## config.mk

```make
export PLATFORM = sky130hd
export DESIGN_NAME = seq_detector_param_flat
export DESIGN_NICKNAME = d
export VERILOG_FILES = /design/src/rtl/seqdet_pkg.sv /design/src/rtl/seq_detector_param_if.sv /design/src/rtl/seqdet_hist_reg.sv /design/src/rtl/seq_detector_param.sv /design/src/flat_wrapper.sv
export SDC_FILE = /design/constraint.sdc
export NUM_CORES = 1
export LEC_CHECK = 0
export CORE_AREA = 2 2 44 87
export CTS_CLUSTER_SIZE = 28
export DETAILED_ROUTE_END_ITERATION = 8
export DIE_AREA = 0 0 46 89
export MAX_ROUTING_LAYER = met4
export PLACE_DENSITY = 0.66
export SYNTH_ARGS = -nofsm -noshare
export SYNTH_HDL_FRONTEND = slang
export SYNTH_SLANG_ARGS = --single-unit
export TNS_END_PERCENT = 50
```

## constraint.sdc

```tcl
create_clock -name clk -period 2.2 [get_ports clk]
set_input_delay 0.44 -clock clk [delete_from_list [all_inputs] [get_ports clk]]
set_output_delay 0.44 -clock clk [all_outputs]
set_load 0.1 [all_outputs]
```

## src/rtl/seqdet_pkg.sv

```systemverilog
// Shared types and helpers for the parametrised serial-pattern detector.
// Build option: SEQDET_MATCH_COUNT_EN adds the saturating match counter.
package seqdet_pkg;

    typedef enum logic [1:0] {
        S_IDLE = 2'd0,
        S_FILL = 2'd1,
        S_HUNT = 2'd2,
        S_HIT  = 2'd3
    } state_t;

    localparam int MAX_LEN_LIM = 16;
    localparam int MAX_LEN_DEF = 8;
    localparam int LEN_W       = $clog2(MAX_LEN_DEF + 1);

    // Low 'len' bits set; wide enough for the largest legal pattern.
    function automatic logic [MAX_LEN_LIM-1:0] len_mask(input int len);
        logic [MAX_LEN_LIM-1:0] m;
        m = '0;
        for (int i = 0; i < MAX_LEN_LIM; i++) begin
            if (i < len) m[i] = 1'b1;
        end
        return m;
    endfunction

endpackage

```

## src/rtl/seq_detector_param_if.sv

```systemverilog
// Config/serial/result bundle of the pattern detector.
// Build option: SEQDET_MATCH_COUNT_EN adds match_cnt.
interface seq_detector_param_if #(
    parameter int MAX_LEN = 8,
    parameter int CNT_W   = 8
);
    localparam int LW = $clog2(MAX_LEN + 1);

    logic               cfg_load;
    logic [MAX_LEN-1:0] cfg_pattern;
    logic [LW-1:0]      cfg_len;
    logic               cfg_overlap;
    logic               x;
    logic               x_valid;
    logic               y;
    logic               busy;
`ifdef SEQDET_MATCH_COUNT_EN
    logic [CNT_W-1:0]   match_cnt;
`endif

    modport master (
        output cfg_load, cfg_pattern, cfg_len, cfg_overlap,
        output x, x_valid,
        input  y, busy
`ifdef SEQDET_MATCH_COUNT_EN
        , input match_cnt
`endif
    );

    modport slave (
        input  cfg_load, cfg_pattern, cfg_len, cfg_overlap,
        input  x, x_valid,
        output y, busy
`ifdef SEQDET_MATCH_COUNT_EN
        , output match_cnt
`endif
    );

endinterface

```

## src/rtl/seqdet_hist_reg.sv

```systemverilog
// Serial history shifter plus saturating fill counter.
// Build option: none (SEQDET_MATCH_COUNT_EN lives in the top).
module seqdet_hist_reg #(
    parameter int W  = 8,
    parameter int LW = 4
) (
    input  logic          clk,
    input  logic          reset_n,
    input  logic          clr_i,
    input  logic          en_i,
    input  logic          x_i,
    input  logic [LW-1:0] len_i,
    output logic [W-1:0]  hist_nxt_o,
    output logic          reach_o
);

    // The oldest bit would shift straight out, so only W-1 bits are kept.
    logic [W-2:0]  hist_q, hist_d;
    logic [LW-1:0] fill_q, fill_d;
    logic [LW:0]   fill_inc;

    assign hist_nxt_o = {hist_q, x_i};
    assign fill_inc   = {1'b0, fill_q} + (LW+1)'(1);
    assign reach_o    = fill_inc >= {1'b0, len_i};

    // Clear wins over shift; fill saturates at the pattern length.
    always_comb begin
        hist_d = hist_q;
        fill_d = fill_q;
        if (clr_i) begin
            hist_d = '0;
            fill_d = '0;
        end else if (en_i) begin
            hist_d = hist_nxt_o[W-2:0];
            fill_d = reach_o ? len_i : fill_inc[LW-1:0];
        end
    end

    // History and fill registers.
    always_ff @(posedge clk or negedge reset_n) begin
        if (!reset_n) begin
            hist_q <= '0;
            fill_q <= '0;
        end else begin
            hist_q <= hist_d;
            fill_q <= fill_d;
        end
    end

endmodule

```

## src/rtl/seq_detector_param.sv

```systemverilog
// Moore detector for a run-time programmable serial pattern.
// Build option: SEQDET_MATCH_COUNT_EN adds a saturating match counter.
module seq_detector_param
    import seqdet_pkg::*;
#(
    parameter int MAX_LEN = 8,
    parameter int CNT_W   = 8
) (
    input  logic                 clk,
    input  logic                 reset_n,
    seq_detector_param_if.slave  bus
);

    localparam int LW = $clog2(MAX_LEN + 1);

    state_t             state_q, state_d;
    logic [MAX_LEN-1:0] pat_q;
    logic [LW-1:0]      len_q;
    logic               ovl_q;

    logic               load, len_ok, sample;
    logic               match, reach, clr;
    logic [MAX_LEN-1:0] hist_nxt;
    logic [MAX_LEN_LIM-1:0] diff;

    assign load   = bus.cfg_load;
    assign len_ok = (bus.cfg_len != '0) && (bus.cfg_len <= LW'(MAX_LEN));
    assign sample = !load && bus.x_valid && (state_q != S_IDLE);

    assign diff  = (MAX_LEN_LIM'(hist_nxt) ^ MAX_LEN_LIM'(pat_q))
                 & len_mask(int'(len_q));
    assign match = reach && (diff == '0);

    // Non-overlap matches restart the window from scratch.
    assign clr = load || (sample && match && !ovl_q);

    seqdet_hist_reg #(
        .W  (MAX_LEN),
        .LW (LW)
    ) u_hist (
        .clk        (clk),
        .reset_n    (reset_n),
        .clr_i      (clr),
        .en_i       (sample),
        .x_i        (bus.x),
        .len_i      (len_q),
        .hist_nxt_o (hist_nxt),
        .reach_o    (reach)
    );

    // Latch a configuration only when its length is legal.
    always_ff @(posedge clk or negedge reset_n) begin
        if (!reset_n) begin
            pat_q <= '0;
            len_q <= '0;
            ovl_q <= 1'b0;
        end else if (load && len_ok) begin
            pat_q <= bus.cfg_pattern;
            len_q <= bus.cfg_len;
            ovl_q <= bus.cfg_overlap;
        end
    end

    // State register.
    always_ff @(posedge clk or negedge reset_n) begin
        if (!reset_n) state_q <= S_IDLE;
        else          state_q <= state_d;
    end

    // Next state: load beats sampling; an idle cycle ends a hit.
    always_comb begin
        state_d = state_q;
        if (load) begin
            state_d = len_ok ? S_FILL : S_IDLE;
        end else if (sample) begin
            if (match)      state_d = S_HIT;
            else if (reach) state_d = S_HUNT;
            else            state_d = S_FILL;
        end else if (state_q == S_HIT) begin
            state_d = S_HUNT;
        end
    end

    // Moore outputs from the state register only.
    always_comb begin
        bus.y    = (state_q == S_HIT);
        bus.busy = (state_q != S_IDLE);
    end

`ifdef SEQDET_MATCH_COUNT_EN
    localparam logic [CNT_W-1:0] CNT_MAX = '1;

    logic [CNT_W-1:0] cnt_q, cnt_d;

    // Count each sampled match, saturating; a load restarts the count.
    always_comb begin
        cnt_d = cnt_q;
        if (load)
            cnt_d = '0;
        else if (sample && match && (cnt_q != CNT_MAX))
            cnt_d = cnt_q + CNT_W'(1);
    end

    // Match counter register.
    always_ff @(posedge clk or negedge reset_n) begin
        if (!reset_n) cnt_q <= '0;
        else          cnt_q <= cnt_d;
    end

    assign bus.match_cnt = cnt_q;
`endif

endmodule

```

## src/flat_wrapper.sv

```systemverilog
// flat-port wrapper written by rule: the top's interface ports become plain ports
module seq_detector_param_flat import seqdet_pkg::*;
#(
    parameter int MAX_LEN = 8,
    parameter int CNT_W   = 8
)
  (clk, reset_n, bus_cfg_load, bus_cfg_pattern, bus_cfg_len, bus_cfg_overlap, bus_x, bus_x_valid, bus_y, bus_busy);
  seq_detector_param_if #(.MAX_LEN(MAX_LEN), .CNT_W(CNT_W)) bus_i ();
  input  logic clk;
  input  logic reset_n;
  input wire logic [$bits(bus_i.cfg_load)-1:0] bus_cfg_load;
  input wire logic [$bits(bus_i.cfg_pattern)-1:0] bus_cfg_pattern;
  input wire logic [$bits(bus_i.cfg_len)-1:0] bus_cfg_len;
  input wire logic [$bits(bus_i.cfg_overlap)-1:0] bus_cfg_overlap;
  input wire logic [$bits(bus_i.x)-1:0] bus_x;
  input wire logic [$bits(bus_i.x_valid)-1:0] bus_x_valid;
  output wire logic [$bits(bus_i.y)-1:0] bus_y;
  output wire logic [$bits(bus_i.busy)-1:0] bus_busy;
  assign bus_i.cfg_load = bus_cfg_load;
  assign bus_i.cfg_pattern = bus_cfg_pattern;
  assign bus_i.cfg_len = bus_cfg_len;
  assign bus_i.cfg_overlap = bus_cfg_overlap;
  assign bus_i.x = bus_x;
  assign bus_i.x_valid = bus_x_valid;
  assign bus_y = bus_i.y;
  assign bus_busy = bus_i.busy;
  seq_detector_param #(.MAX_LEN(MAX_LEN), .CNT_W(CNT_W)) u_core (.clk(clk), .reset_n(reset_n), .bus(bus_i));
endmodule
```

==> run summary, run 1 <==
Worst Setup End Kind -> flip-flop
PwrDens -> 975 nW/um^2
YS warnings -> 0
# setup viols final -> 0
Detailed Route WL -> 3480 um
DR iter-0 viols -> 18
num rows -> 30
Die W -> 46 um
sequential share of the synthesized area -> 0.439
slowest CP cell -> a2111oi_4
worst min path class -> in -> async
met2 usage -> 0.355
grt peak-use layer -> met2
area of the mapped netlist -> 1480 um^2
crit path kind -> reg -> reg
layout cell share with drive strength beyond 1 -> 0.278
# diodes -> 0
CTS H-tree lvls -> 1
CP Data Arrival Time -> 2.33 ns
status -> complete, no violations
die area -> 4090 um^2
FMAX -> 0.468 GHz
Layout Skew -> 0.00504 ns
startpoint types -> flip-flop
DR vias/cell -> 5.71
max cap viols -> 0
Yosys cell types -> 38
die height -> 89 um
Root Driver -> clkbuf_8
GR Util All Layers -> 0.195
drc violations -> 0
FF-to-FF path depth -> 8
total number of vias -> 1187
syn_area_per_cell -> 10.3 um^2
vias in the first global route -> 1262
worst r2r dst -> u_core.u_hist.fill_q[0]
CTS Buf Count -> 3
max_slew headroom -> 0.711
Total Power -> 1850 uW
crit-path max FO -> 8
Synth Register Bits -> 26
Final Non-Filler Cells -> 208
final design utilization -> 0.563
Boundary Pins -> 20
CP Cell Sequence -> buf_4 > ha_1 > nand2b_4 > a2111oi_4 > o21a_2 > nor4_4 > buf_6 > a211oi_2
gr ovfl total -> 0
Routed Antenna Nets -> 0
DR WL/cell -> 16.7 um
hpwl dp -> 2710 um
Cells after Synth -> 144
met3 usage -> 0.0162
Clock transition at path regs -> 0.09 ns
first-pass GRT wire length -> 5660 um
GRT met1 Usage -> 0.195
initial antenna violation count -> 0
I/O Buffers -> 19
minimum clock period -> 2.14 ns
final hold vios -> 0
DP Worst Slack -> -0.0397 ns
most frequent cells in the layout -> dfrtp_1, nand2_1, clkdlybuf4s50_1
hold slack -> 0.526 ns
post-synth net total -> 167
final period utilization -> 0.972
Fill cells -> 312
Placed Cells incl. Taps -> 202
maximum number of pins on one net before global-route repair -> 27
reg2reg start -> u_core.u_hist.fill_q[0]
final worst slack -> 0.0612 ns
leak pwr -> 0.000820 uW
Max VDD drop -> 0.553 mV
WP data required -> 2.39 ns
largest stage delay on the critical path -> 0.43 ns
clk_lat worst skew -> 0.27 ns
Placer Congestion -> 0.907
most common cell after layout, fill and taps aside -> dfrtp_1
P&R area growth vs syn -> 28.3%
Worst Tran Pin Value -> 0.432 ns
Worst R2R Setup Slack -> 0.06 ns
Slew Viols, Final -> 0
core area -> 3380 um^2
CTS Buffer Depth -> 2
total clock sinks -> 26
Final nets -> 200
Initial Utilization -> 0.439
CTS tree -> yes
1st-pass router iterations -> 4
==> routing by layer <==
layer / routed length [um] / share of wire
met1: 1170 / 0.34
met2: 2150 / 0.62
met3: 52 / 0.015
met4: 110 / 0.032
met5: 0 / 0
==> where the power goes <==
part | total, uW | leakage, uW | switching, uW | internal (uW)
clock network | 396 | 0.0000357 | 153 | 243
registers | 630 | 0.000332 | 78.1 | 552
logic | 827 | 0.000452 | 430 | 397
==> synthesized netlist by cell type (all sizes together) <==
cell type | number | area [um^2]
nand4 | 1 | 12.5
o22ai | 3 | 18.8
o22a | 1 | 8.76
o21ai | 11 | 55.1
a31oi | 2 | 12.5
nand2b | 2 | 12.5
nand3 | 5 | 25.0
mux2 | 12 | 135
inv | 4 | 15.0
and3 | 1 | 6.26
and2 | 2 | 12.5
or2 | 2 | 12.5
xor2 | 7 | 61.3
or3 | 1 | 11.3
clkbuf | 3 | 11.3
a211oi | 3 | 27.5
xnor2 | 4 | 35.0
nor2b | 1 | 6.26
nor4 | 1 | 21.3
a211o | 1 | 10.0
nor3b | 1 | 7.51
nand2 | 18 | 67.6
a22oi | 1 | 7.51
o211ai | 2 | 15.0
dfrtp | 26 | 651
o32a | 1 | 11.3
ha | 5 | 62.6
a2bb2oi | 2 | 17.5
nor2 | 6 | 22.5
buf | 3 | 21.3
a2111oi | 1 | 27.5
nor3 | 4 | 20.0
a21oi | 5 | 25.0
o21a | 2 | 15.0
==> per-stage QoR <==
| stage | instance area (um^2) | TNS (ns) |
|---|---|---|
| finish | 1900 | 0 |
| CTS | 1850 | -0.0285 |
| floorplan | 1480 | 0 |
| global placement | 1770 | 0 |
| detailed placement | 1770 | -0.0715 |
| global route | 1900 | -0.115 |
==> worst max path at each step <==
stage,from,cells past startpoint,slack [ns],endpoint
3_3_place_gp,u_core.u_hist.fill_q[0],8,0.08,u_core.u_hist.fill_q[0]
6_report,u_core.u_hist.fill_q[0],8,0.06,u_core.u_hist.fill_q[0]
5_1_grt,u_core.u_hist.fill_q[0],8,-0.05,u_core.u_hist.fill_q[0]
3_5_place_dp,u_core.u_hist.fill_q[1],9,-0.04,u_core.u_hist.fill_q[0]
4_1_cts,u_core.u_hist.fill_q[0],8,-0.03,u_core.u_hist.fill_q[0]
2_1_floorplan,u_core.u_hist.fill_q[0],8,0.12,u_core.u_hist.hist_q[0]
==> kinds of logic after synthesis <==
| kind of cell | share of synthesized area |
|---|---|
| DFF | 0.439 |
| muxes | 0.0912 |
| adders and majority gates | 0.0422 |
| and+or+nand+nor | 0.160 |
| AOI/OAI and AO/OA | 0.170 |
| buffers and inverters | 0.0321 |
| xor gates and xnor gates | 0.0650 |
==> sequential cells by signal, summed over array words and instances, names as in the netlist <==
register	count
u_core.pat_q	8
u_core.len_q	4
u_core.ovl_q	1
u_core.u_hist.fill_q	4
u_core.state_q	2
u_core.u_hist.hist_q	7
==> area by class of cell <==
type | instances | area (um^2) | share of cell area
Sequential cell | 26 | 651 | 0.342
Multi-Input combinational cell | 108 | 822 | 0.433
Clock buffer | 3 | 41.3 | 0.0217
Timing Repair Buffer | 34 | 302 | 0.159
Tap cell | 32 | 40.0 | 0.0211
Clock inverter | 1 | 30.0 | 0.0158
Inverter | 4 | 15.0 | 0.00790
==> critical path, delay by kind of cell (launching register included) <==
family	cells	cell delay (ns)
compound gates	3	0.85
simple gates	2	0.19
buf+inv	2	0.30
fa+ha+maj	1	0.30
flops	1	0.41
==> what timing repair did <==
item                       in CTS  in global routing
buffers inserted                0                  2
hold buffers                    0                  0
gates resized for setup         2                  9
pin swaps                       1                  3
setup endpoints to repair       5                 12
Power figures use the tool's default switching activity.
==> run 2, diff against run 1 <==
--- a/config.mk
+++ b/config.mk
@@ -5,6 +5,7 @@
 export SDC_FILE = /design/constraint.sdc
 export NUM_CORES = 1
 export LEC_CHECK = 0
+export CAP_MARGIN = 15
 export CORE_AREA = 2 2 44 87
 export CTS_CLUSTER_SIZE = 28
 export DETAILED_ROUTE_END_ITERATION = 8
==> results of run 2 <==
The final DEF is identical to that of run 1; final timing and power are the same.
==> run 3, diff against run 2 <==
--- a/config.mk
+++ b/config.mk
@@ -6,12 +6,12 @@
 export NUM_CORES = 1
 export LEC_CHECK = 0
 export CAP_MARGIN = 15
-export CORE_AREA = 2 2 44 87
+export CORE_AREA = 2 2 70 55
 export CTS_CLUSTER_SIZE = 28
 export DETAILED_ROUTE_END_ITERATION = 8
-export DIE_AREA = 0 0 46 89
+export DIE_AREA = 0 0 72 57
 export MAX_ROUTING_LAYER = met4
-export PLACE_DENSITY = 0.66
+export PLACE_DENSITY = 0.67
 export SYNTH_ARGS = -nofsm -noshare
 export SYNTH_HDL_FRONTEND = slang
 export SYNTH_SLANG_ARGS = --single-unit
==> run 3 against run 2 <==
Fmax up 1.8%. Highest routed layer unchanged. Via count up 2.5%. Setup slack better by 0.037 ns. Global-route usage down 1.0 points. Critical path depth up 1. Flip-flop and latch count unchanged. Register-to-register slack better by 0.04 ns. First-iteration DRC count rose to 3.7 times the previous value. Combinational power up 2%.
==> run summary, run 3 (synthesis gave the netlist of run 1 again) <==
total clock sinks -> 26 (unchanged)
Flop pwr share -> 0.356 (+0.016)
CP Cell Sequence -> ha_4 > xor2_1 > ha_2 > o21a_1 > nor2_2 > o21a_2 > nor4_4 > buf_6 > a211oi_2
max_slew headroom -> 0.725 (+0.0139)
CTS Buffer Depth -> 2 (unchanged)
DR vias/cell -> 5.58 (-2.2%)
CTS Hold Buffers Added -> 0 (unchanged)
Worst Setup End Kind -> flip-flop
Root Driver -> clkbuf_8
gr ovfl total -> 0 (unchanged)
CTS tree -> yes
slowest CP cell -> dfrtp_2
hpwl dp -> 2550 um (-6.0%)
Placer Congestion -> 0.835 (-7.9%)
CP Data Arrival Time -> 2.30 ns (-0.03 ns)
first-pass GRT wire length -> 5700 um (+0.62%)
crit path kind -> reg -> reg
Max VDD drop -> 0.466 mV (-16%)
maximum number of pins on one net before global-route repair -> 27 (unchanged)
Layout Skew -> 0.00724 ns (+0.00220 ns)
largest registers -> u_core.pat_q x8, u_core.u_hist.hist_q x7
initial antenna violation count -> 0 (unchanged)
die height -> 57 um (-36%)
FMAX -> 0.476 GHz (+1.8%)
RSZ-0062 raised after global routing -> no
Die W -> 72 um (+57%)
Initial Utilization -> 0.424 (-0.0146)
Storage cell area -> 653 um^2 (+0.38%)
sw power -> 669 uW (+1.2%)
layout cell share with drive strength beyond 1 -> 0.278 (unchanged)
final period utilization -> 0.955 (-0.0169)
startpoint types -> flip-flop
die area -> 4100 um^2 (+0.24%)
Slew Viols, Final -> 0 (unchanged)
crit-path max FO -> 8 (unchanged)
DR WL/cell -> 15.6 um (-6.6%)
Clock Power Share -> 0.174 (-0.040)
Detailed Route WL -> 3410 um (-2.1%)
Boundary Pins -> 20 (unchanged)
core area -> 3490 um^2 (+3.4%)
leak pwr -> 0.000793 uW (-3.2%)
worst min path class -> in -> async
total number of vias -> 1217 (+2.5%)
Worst Tran Pin Value -> 0.411 ns (-0.0207 ns)
Routed Antenna Nets -> 0 (unchanged)
P&R area growth vs syn -> 28.0%
multi-input logic area -> 820 um^2 (-0.30%)
drc violations -> 0 (unchanged)
status -> complete, no violations
max cap viols -> 0 (unchanged)
1st-pass router iterations -> 4 (unchanged)
Largest Register -> u_core.pat_q
GR Util All Layers -> 0.185 (-0.0104)
Setup TNS Final -> 0 ns (unchanged)
final hold vios -> 0 (unchanged)
I/O Buffers -> 19 (unchanged)
most common cell after layout, fill and taps aside -> dfrtp_1
minimum clock period -> 2.10 ns (-0.0373 ns)
DR iter-0 viols -> 66 (+48)
PwrDens -> 945 nW/um^2 (-3.1%)
# setup viols final -> 0 (unchanged)
CTS Buf Count -> 3 (unchanged)
num rows -> 19 (-37%)
Clock transition at path regs -> 0.09 ns (about the same)
Fill cells -> 296 (-5.1%)
CTS H-tree lvls -> 1 (unchanged)
Final nets -> 200 (unchanged)
max reg flops -> 8 (unchanged)
WP data required -> 2.39 ns (about the same)
# diodes -> 0 (unchanged)
sw frac -> 0.373 (+0.0165)
most frequent cells in the layout -> dfrtp_1, nand2_1, clkdlybuf4s50_1
largest stage delay on the critical path -> 0.45 ns (+0.02 ns)
Int Power -> 1120 uW (-5.8%)
hold slack -> 0.535 ns (+0.00849 ns)
vias in the first global route -> 1205 (-4.5%)
Gate power share -> 0.470 (+0.024)
clk_lat worst skew -> 0.27 ns (about the same)
[run 3: layout make-up]
type / count / share of cell area
Multi-Input combinational cell: 108 / 0.432
Sequential cell: 26 / 0.344
Timing Repair Buffer: 34 / 0.159
Clock buffer: 4 / 0.0290
Tap cell: 42 / 0.0277
Inverter: 4 / 0.00792
[run 3: metal layers]
layer  up-vias  global-route usage  share of wire
li1        580                   -              -
met4         0              0.0404         0.0085
met3         5              0.0424          0.068
met5         -                   -              0
met1       582               0.251           0.45
met2        50               0.286           0.47
[run 3: worst max-delay path: cells and delay by family, from the launching register on]
family | cells | cell delay, ns
buffers and inverters | 1 | 0.14
AO/OA/AOI/OAI | 3 | 0.57
XOR/XNOR | 1 | 0.17
AND/OR/NAND/NOR | 2 | 0.20
flip-flops | 1 | 0.45
adder cells (fa/ha/maj) | 2 | 0.48
[run 3: power by group through the flow]
stage	logic (uW)	clock network, uW	registers [uW]
global placement	703	0	634
global route	892	345	649
floorplan	524	0	617
detailed placement	732	0	639
CTS	812	320	630
finish	842	311	639
[run 3: per-stage QoR]
step,setup slack [ns],cells,total power [uW],area [um^2],utilization
final,0.0985,218,1790,1900,0.543
after floorplan,0.116,144,1140,1480,-
after global routing,0.0369,218,1890,1900,0.543
after global placement,0.0467,212,1340,1780,0.511
after CTS,0.00403,218,1760,1870,0.536
after detailed placement,-0.0703,212,1370,1780,0.511
[run 3: timing repair]
action,CTS,global route
pin swaps,4,1
buffers inserted,2,0
cloned,0,0
hold endpoints to repair,0,0
endpoints found under the setup margin,11,12
resized for setup,3,8
[run 3: worst paths after layout]
path	startpoint	to	slack, ns	depth (start not counted)
max	u_core.u_hist.fill_q[0]	u_core.u_hist.fill_q[0]	0.1	9
min	reset_n	u_core.state_q[1]	0.53	2
max reg2reg	u_core.u_hist.fill_q[0]	u_core.u_hist.fill_q[0]	0.1	9
min reg2reg	u_core.pat_q[6]	u_core.pat_q[6]	0.54	1
max in group asynchronous	reset_n	u_core.u_hist.fill_q[2]	1.38	2
min in group clk	u_core.pat_q[6]	u_core.pat_q[6]	0.54	1
